$ cat src/rtl/module_display_pkg.sv
// Shared constants for the display path: segment patterns, FSM states, BCD range.
// Segment patterns are {g,f,e,d,c,b,a}, active-low.
package module_display_pkg;

  typedef enum logic {
    IDLE,
    CONVERT
  } state_t;

  localparam int BCD_MAX = 9999;

  localparam logic [6:0] SEG_BLANK = 7'b1111111;
  localparam logic [6:0] SEG_DASH  = 7'b0111111;
  localparam logic [6:0] SEG_0     = 7'b1000000;
  localparam logic [6:0] SEG_1     = 7'b1111001;
  localparam logic [6:0] SEG_2     = 7'b0100100;
  localparam logic [6:0] SEG_3     = 7'b0110000;
  localparam logic [6:0] SEG_4     = 7'b0011001;
  localparam logic [6:0] SEG_5     = 7'b0010010;
  localparam logic [6:0] SEG_6     = 7'b0000010;
  localparam logic [6:0] SEG_7     = 7'b1111000;
  localparam logic [6:0] SEG_8     = 7'b0000000;
  localparam logic [6:0] SEG_9     = 7'b0010000;

  // Non-decimal nibbles render blank.
  function automatic logic [6:0] seg_decode(input logic [3:0] n);
    logic [6:0] s;
    case (n)
      4'd0:    s = SEG_0;
      4'd1:    s = SEG_1;
      4'd2:    s = SEG_2;
      4'd3:    s = SEG_3;
      4'd4:    s = SEG_4;
      4'd5:    s = SEG_5;
      4'd6:    s = SEG_6;
      4'd7:    s = SEG_7;
      4'd8:    s = SEG_8;
      4'd9:    s = SEG_9;
      default: s = SEG_BLANK;
    endcase
    return s;
  endfunction

endpackage

$ cat src/rtl/module_bin2bcd_seq.sv
// Sequential double-dabble: one add-3/shift iteration per cycle, DATA_W iterations.
// Ports: clk, rst, valid_i/data_i load, busy_o, bcd_o (complete results only), err_o.
module module_bin2bcd_seq
  import module_display_pkg::*;
#(
  parameter int DATA_W = 14
) (
  input  logic              clk,
  input  logic              rst,
  input  logic              valid_i,
  input  logic [DATA_W-1:0] data_i,
  output logic              busy_o,
  output logic [15:0]       bcd_o,
  output logic              err_o
);

  localparam int ITER_W = $clog2(DATA_W + 1);

  state_t            state;
  logic [DATA_W-1:0] bin;
  logic [15:0]       scratch;
  logic [ITER_W-1:0] iter;

  logic [15:0]       adj;
  logic [15:0]       next_bcd;
  logic [DATA_W-1:0] next_bin;
  logic [31:0]       data_ext;
  logic              in_range;
  logic              last_iter;

  always_comb begin
    adj = scratch;
    for (int k = 0; k < 4; k++) begin
      if (scratch[4*k +: 4] >= 4'd5)
        adj[4*k +: 4] = scratch[4*k +: 4] + 4'd3;
    end
    next_bcd = {adj[14:0], bin[DATA_W-1]};
    next_bin = {bin[DATA_W-2:0], 1'b0};
  end

  assign data_ext  = 32'(data_i);
  assign in_range  = data_ext <= 32'(BCD_MAX);
  assign last_iter = iter == ITER_W'(DATA_W - 1);

  always_ff @(posedge clk or posedge rst) begin
    if (rst) begin
      state   <= IDLE;
      bin     <= '0;
      scratch <= '0;
      iter    <= '0;
      busy_o  <= 1'b0;
      bcd_o   <= '0;
      err_o   <= 1'b0;
    end else begin
      case (state)
        IDLE: begin
          if (valid_i) begin
            if (in_range) begin
              bin     <= data_i;
              scratch <= '0;
              iter    <= '0;
              busy_o  <= 1'b1;
              state   <= CONVERT;
            end else begin
              err_o <= 1'b1;
            end
          end
        end
        CONVERT: begin
          scratch <= next_bcd;
          bin     <= next_bin;
          iter    <= iter + 1'b1;
          if (last_iter) begin
            bcd_o  <= next_bcd;
            busy_o <= 1'b0;
            err_o  <= 1'b0;
            state  <= IDLE;
          end
        end
        default: state <= IDLE;
      endcase
    end
  end

endmodule

$ cat src/rtl/module_display_scan.sv
// Binary-to-7-segment scanner: sequential BCD conversion, 4-digit multiplexed drive.
// Ports: clk, rst, valid_i, data_i, busy_o, err_o, bcd_o, anodo_o (active-low), seg_o (active-low).
// Optional: LEADING_ZERO_BLANK_EN blanks leading zeros on the upper three digits.
module module_display_scan
  import module_display_pkg::*;
#(
  parameter int DATA_W      = 14,
  parameter int REFRESH_DIV = 27000
) (
  input  logic              clk,
  input  logic              rst,
  input  logic              valid_i,
  input  logic [DATA_W-1:0] data_i,
  output logic              busy_o,
  output logic              err_o,
  output logic [15:0]       bcd_o,
  output logic [3:0]        anodo_o,
  output logic [6:0]        seg_o
);

  localparam int CNT_W = (REFRESH_DIV > 1) ? $clog2(REFRESH_DIV) : 1;

  logic [CNT_W-1:0] cnt;
  logic [CNT_W-1:0] cnt_next;
  logic [1:0]       idx;
  logic [1:0]       idx_next;
  logic             wrap;
  logic [3:0]       nib;
  logic             blank;
  logic [6:0]       seg_next;

  module_bin2bcd_seq #(
    .DATA_W (DATA_W)
  ) u_bin2bcd (
    .clk     (clk),
    .rst     (rst),
    .valid_i (valid_i),
    .data_i  (data_i),
    .busy_o  (busy_o),
    .bcd_o   (bcd_o),
    .err_o   (err_o)
  );

  assign wrap     = cnt == CNT_W'(REFRESH_DIV - 1);
  assign cnt_next = wrap ? '0 : cnt + 1'b1;
  assign idx_next = wrap ? idx + 2'd1 : idx;

  // Decode for the digit about to be shown so anode and segments
  // switch together on the same edge.
  always_comb begin
    nib   = bcd_o[3:0];
    blank = 1'b0;
    case (idx_next)
      2'd0: nib = bcd_o[3:0];
      2'd1: nib = bcd_o[7:4];
      2'd2: nib = bcd_o[11:8];
      2'd3: nib = bcd_o[15:12];
      default: nib = bcd_o[3:0];
    endcase
`ifdef LEADING_ZERO_BLANK_EN
    case (idx_next)
      2'd3: blank = bcd_o[15:12] == 4'd0;
      2'd2: blank = bcd_o[15:8] == 8'd0;
      2'd1: blank = bcd_o[15:4] == 12'd0;
      default: blank = 1'b0;
    endcase
`else
    blank = 1'b0;
`endif
    if (err_o)
      seg_next = SEG_DASH;
    else if (blank)
      seg_next = SEG_BLANK;
    else
      seg_next = seg_decode(nib);
  end

  always_ff @(posedge clk or posedge rst) begin
    if (rst) begin
      cnt     <= '0;
      idx     <= 2'd0;
      anodo_o <= 4'b1111;
      seg_o   <= SEG_BLANK;
    end else begin
      cnt     <= cnt_next;
      idx     <= idx_next;
      anodo_o <= ~(4'b0001 << idx_next);
      seg_o   <= seg_next;
    end
  end

endmodule

$ cat config.mk
export PLATFORM = sky130hd
export DESIGN_NAME = module_display_scan
export DESIGN_NICKNAME = d
export VERILOG_FILES = /design/src/rtl/module_display_pkg.sv /design/src/rtl/module_bin2bcd_seq.sv /design/src/rtl/module_display_scan.sv
export SDC_FILE = /design/constraint.sdc
export NUM_CORES = 1
export LEC_CHECK = 0
export ABC_CLOCK_PERIOD_IN_PS = 3300
export BUFFER_PORTS_ARGS = -buffer_cell sky130_fd_sc_hd__buf_4
export CORE_MARGIN = 2
export CORE_UTILIZATION = 24
export DETAILED_ROUTE_END_ITERATION = 16
export PLACE_DENSITY_LB_ADDON = 0.25
export SYNTH_ARGS = -nofsm -noshare
export SYNTH_HDL_FRONTEND = slang
export SYNTH_SLANG_ARGS = --single-unit
$ cat constraint.sdc
create_clock -name clk -period 3.3 [get_ports clk]
set_input_delay 0.33 -clock clk [delete_from_list [all_inputs] [get_ports clk]]
set_output_delay 0.33 -clock clk [all_outputs]
set_load 0.005 [all_outputs]
; ---- Yosys cells after proc, flatten, opt, wreduce, memory -nomap -nowiden
; Memories as Yosys holds them, arrays and structs flattened.
; Cells that the tools add are included.
[totals]
register_bits = 81
romBits = 112
word_cells = 69
n_memories = 1
[op_classes]
n_addsub = 7
order_cmp = 5
eq_ne = 9
shifts = 1
muxes = 28
bitwise = 2
n_reduce_logical = 5
[memory_table]
columns = name, depth, width, rd, rd_clocked_by_memory_dff, write_ports, line_no
row1 = (name not given), 16, 7, 1, 0, 0, module_display_pkg.sv:28  ; case (n)
[op_table]
columns = op, n
row1 = $mux 16, 2
row2 = $pmux 16 s2, 1
row3 = $mux 14, 2
row4 = $pmux 14 s2, 1
row5 = $mux 4, 5
row6 = $ge 4x3->1 const B, 4
row7 = $pmux 4 s4, 1
row8 = $add 15x1->15 const B, 1
row9 = $eq 15x15->1 const B, 1
row10 = $mux 15, 1
row11 = $le 14x14->1 const B, 1
row12 = $add 4x2->4 const B, 3
row13 = $mux 1, 8
row14 = $pmux 4 s2, 1
row15 = $mux 7, 1
row16 = $ne 2x2->1 const B, 3
row17 = $pmux 1 s2, 3
row18 = $reduce_and 3->1, 2
row19 = $add 4x1->4 const B, 1
row20 = $eq 2x2->1 const B, 2
row21 = $eq 4x4->1 const B, 1
row22 = $not 4->4, 1
row23 = $reduce_and 2->1, 2
row24 = $shl 1x2->4 const A, 1
row25 = other kinds (8), 8

; ---- Depth between registers and ports, before layout
; An unclocked memory read counts as a cell.
[depth]
depth_word = 6
ltp_mapped = 10

; ---- Cells and area by module
; Synthesis repeated with hierarchy kept, for this count alone.
[unflattened]
hier_cells = 377
area_unflattened_um2 = 4073.9
[modules_own_cells]
columns = module, instances, cells_each, area_per_inst_um2, seq_area_each_um2
row1 = module_bin2bcd_seq, 1, 225, 2507.4, 1326.3
row2 = module_display_scan, 1, 152, 1566.5, 714.4

; ---- Worst setup path before layout
; No wires, ideal clock.
[synth_timing]
path_kind = flip-flop to flip-flop
startpoint = register cnt[3]
endpoint = register seg_o[0]
setup_time_ps = 92
t_arrival_ps = 3021
t_required_ps = 3208
setup_slack_ps = 187
path_stages_with_launch = 9
path_buffers = 1
period_less_slack_ps = 3113
cell_sequence = dfrtp_1 > or4b_4 > nor4_4 > buf_4 > mux4_2 > a21oi_1 > inv_1 > a211oi_1 > a22oi_1
[synth_between]
elab_chain_cells = 6
word_cells_on_any_way = 9
classes_between = 4 x eq/ne / 3 x mux / 1 x reduce/logical / 1 x memory
[synth_lines]
columns = item, line_no
row1 = start: declaration, module_display_scan.sv:23  ; logic [CNT_W-1:0] cnt;
row2 = start signal: assignment, module_display_scan.sv:85  ; cnt <= cnt_next;
row3 = $eq 15x15->1 *, module_display_scan.sv:44  ; assign wrap = cnt == CNT_W'(REFRESH_DIV - 1);
row4 = $mux 2 *, module_display_scan.sv:46  ; assign idx_next = wrap ? idx + 2'd1 : idx;
row5 = "$eq 2x2->1, or another cell as far along", module_display_scan.sv:53  ; case (idx_next)
row6 = $pmux 4 s4 *, module_display_scan.sv:53
row7 = $mem_v2 16x7 *, n/a
row8 = $mux 7 *, module_display_scan.sv:70  ; if (err_o)
row9 = via seg_next[0], module_display_scan.sv:30  ; logic [6:0] seg_next;
row10 = end signal: assignment, module_display_scan.sv:88  ; seg_o <= seg_next;
row11 = end: declaration, module_display_scan.sv:18  ; output logic [6:0] seg_o
; Mark *: on every way through the listed nets, which the timed path passes. The rest lies on a longest branch.
; A chain may end at the register's enable or synchronous reset.

; ---- Worst setup path in the final report
[layout_timing]
startpoint = register cnt[3]
endpoint = register seg_o[3]
; Same word-level chain as after synthesis.

==> flow_summary.ini <==
[yosys]
synth_compound_area_frac = 0.0993
synth_area_mm2 = 0.00405
synth_warnings = 0
syn_nets = 442
synth_xor_area_frac = 0.0473
synthAdderAreaFrac = 0.0421
synth_top_family_by_area = simple AND/OR/NAND/NOR gates
ys_seq_area_frac = 0.504
synth-simple-area-share = 0.183
netlist_instances = 413
synthMuxAreaShare = 0.0891
ys_types = 44
avgSynthCellArea_um2 = 9.80
synth-seq-cells = 81

[clock_network]
cts_root_buf = clkbuf_16
tritoncts = built
clock_path_buffers = 2
clock_latency_ns = 0.34
cts_max_level = 3
cts.sinks = 81
cts_buffers = 9
path_clk_slew_ns = 0.07

[floorplan]
io_pins = 46
dieArea_mm2 = 0.0179
coreArea_mm2 = 0.0165
start_util = 0.245
rows = 47
fp.dieW_um = 134
die_h_um = 134

[finish]
fin_cells = 688
final_util = 0.304
antennaDiodeCount = 0
post-route-cell-area_mm2 = 0.00502
drive_gt1_frac = 0.205
areaGrowthSynthToFinish_pct = 24.1
nets = 492
fillers = 1722

[timing]
period_share = 0.884
rsz0062_at_grt = no
worstMarginPinSlew_ns = 0.568
finClkSkew_ns = 0.00649
timing.fmax_mhz = 343
layout_setup_ws_ns = 0.382
finalHoldViolCount = 0
finalMaxSlewViolations = 0
layout_min_cycle_time_ns = 2.92
finalSetupTns_ns = 0
holdWs_ns = 0.245
setup_violations = 0
relSlewSlack = 0.622

[place]
place_congestion = 0.791
numPlacedInstances = 671
pre_cts_ws_ns = 0.407
placed_area_mm2 = 0.00468
portBuffers = 45
dp_hpwl_mm = 6.38

[drt]
drt_pass1_iterations = 4
drt_wl_total_mm = 8.73
vias = 2997
remaining_drc_errors = 0
first_iter_violations = 142
via_per_inst = 4.36
ant_nets = 0
routedWlPerCell_um = 12.7

[setup_path]
path_class = reg -> reg
critPathCaptureType = register
reg2reg_slack_ns = 0.38
cp_max_fo = 11
cp.required_ns = 3.57
start_kind = register
cp.arrival_ns = 3.18

[min_path]
hold_class = in -> reg

[power]
vdd_ir_drop_max_v = 0.000288
power_density_mw_per_mm2 = 842
p_total_mw = 4.23
cellLeakagePower_nw = 2.41

[global_routing]
first_global_vias = 2987
grt_pass1_wl_mm = 15.0
grt_overflow = 0
antenna_found_initial = 0
grt_usage = 0.105
grt_max_degree = 38

[run_status]
status = finished clean

[job]
cap_viol_max_count = 0
[layout by cell type (no fill, tap or decap), drive strengths merged, types with 8 or more instances in the layout]
| master | instances |
|---|---|
| a21oi | 19 |
| buf | 57 |
| clkbuf | 10 |
| dfrtp | 70 |
| dfstp | 11 |
| ha | 12 |
| inv | 19 |
| mux2i | 27 |
| nand2 | 75 |
| nand3 | 10 |
| nor2 | 29 |
| nor2b | 8 |
| nor3b | 8 |
| o21ai | 39 |
| xnor2 | 12 |
| xor2 | 9 |
[metal layers]
| layer | share of wire | vias to the layer above | routed length (um) | global-route usage |
|---|---|---|---|---|
| met5 | 0 | - | 0 | 0 |
| met4 | 0.018 | 0 | 158 | 0.0408 |
| met3 | 0.041 | 12 | 362 | 0.0325 |
| met2 | 0.47 | 49 | 4060 | 0.169 |
| met1 | 0.47 | 1440 | 4150 | 0.134 |
| li1 | - | 1496 | - | - |
[worst max-delay path: stages (launching register included)]
cell      delay [ns]
dfrtp_1         0.43
or4b_4          0.57
nor4_4          0.30
buf_4           0.25
buf_4           0.18
nor3_1          0.05
a221oi_1        0.23
o22a_1          0.30
ha_1            0.18
nand2_1         0.05
a211o_1         0.29
[registers in the layout, indices dropped and copies added, names as in the netlist]
register / count
u_bin2bcd.scratch: 16
seg_o: 7
u_bin2bcd.bin: 14
u_bin2bcd.err_o: 1
u_bin2bcd.busy_o: 1
anodo_o: 4
u_bin2bcd.state: 1
u_bin2bcd.iter: 4
cnt: 15
idx: 2
u_bin2bcd.bcd_o: 16
[final cells by class]
| class | instances | area [um2] | area share |
|---|---|---|---|
| clock buffer | 10 | 239 | 0.0476 |
| sequential | 81 | 2040 | 0.407 |
| inverter | 17 | 65.1 | 0.0130 |
| clock inverter | 6 | 97.6 | 0.0194 |
| timing repair buffer | 58 | 438 | 0.0872 |
| multi-input combinational | 296 | 1870 | 0.371 |
| tap | 220 | 275 | 0.0548 |
[cells by family (layout without fill, tap and decap cells)]
| kind of cell | count (synthesis) | count (layout) |
|---|---|---|
| AOI/OAI and AO/OA | 71 | 71 |
| adders and majority gates | 14 | 14 |
| buffers and inverters | 36 | 91 |
| DFF | 81 | 81 |
| muxes | 33 | 33 |
| and+or+nand+nor | 157 | 157 |
| xor gates and xnor gates | 21 | 21 |
[cells in the mapped netlist, drive strengths merged]
library cell,number,area [um2]
buf,4,20.0
a22o,1,8.76
mux4,2,45.0
nand4b,2,17.5
o31ai,2,15.0
or2,1,6.26
nor4,2,27.5
xor2,9,86.3
a21oi,19,95.1
dfstp,11,289
mux2i,27,270
a211o,1,8.76
a21o,3,22.5
xnor2,12,105
nand2b,6,37.5
nor3b,8,60.1
ha,12,150
nand2,75,282
a211oi,1,7.51
o22a,2,17.5
mux2,4,45.0
nand3,10,50.1
or4b,1,13.8
a221oi,2,23.8
o21ai,39,195
and2,1,6.26
inv,17,63.8
and3,3,18.8
clkbuf,15,56.3
nor2,29,109
maj3,2,20.0
a22oi,1,7.51
or3,1,6.26
nand4,3,18.8
nor3,6,30.0
dfrtp,70,1750
nor4b,1,8.76
nor2b,8,50.1
[power breakdown]
| group | switching, mW | internal [mW] |
|---|---|---|
| clock | 0.434 | 0.696 |
| sequential | 0.324 | 1.34 |
| combinational | 0.713 | 0.722 |
[final timing paths]
| path | to | start | cells past startpoint |
|---|---|---|---|
| max in group asynchronous | u_bin2bcd.state$_DFF_PP0_ | rst | 4 |
| worst min register to register | u_bin2bcd.bin[8]$_DFFE_PP0P_ | u_bin2bcd.bin[7]$_DFFE_PP0P_ | 2 |
| worst max-delay path | seg_o[3]$_DFF_PP1_ | cnt[3]$_DFF_PP0_ | 10 |
| worst min-delay path | u_bin2bcd.bin[0]$_DFFE_PP0P_ | data_i[0] | 3 |
| worst max register to register | seg_o[3]$_DFF_PP1_ | cnt[3]$_DFF_PP0_ | 10 |
| min in group asynchronous | u_bin2bcd.scratch[14]$_DFFE_PP0P_ | rst | 3 |
[what timing repair did]
item | CTS | global route
hold buffers | 1 | 0
resized for setup | 0 | 0
setup buffers | 0 | 0
hold endpoints to repair | 16 | 0
Note: power is estimated with default switching activity, not from simulation.
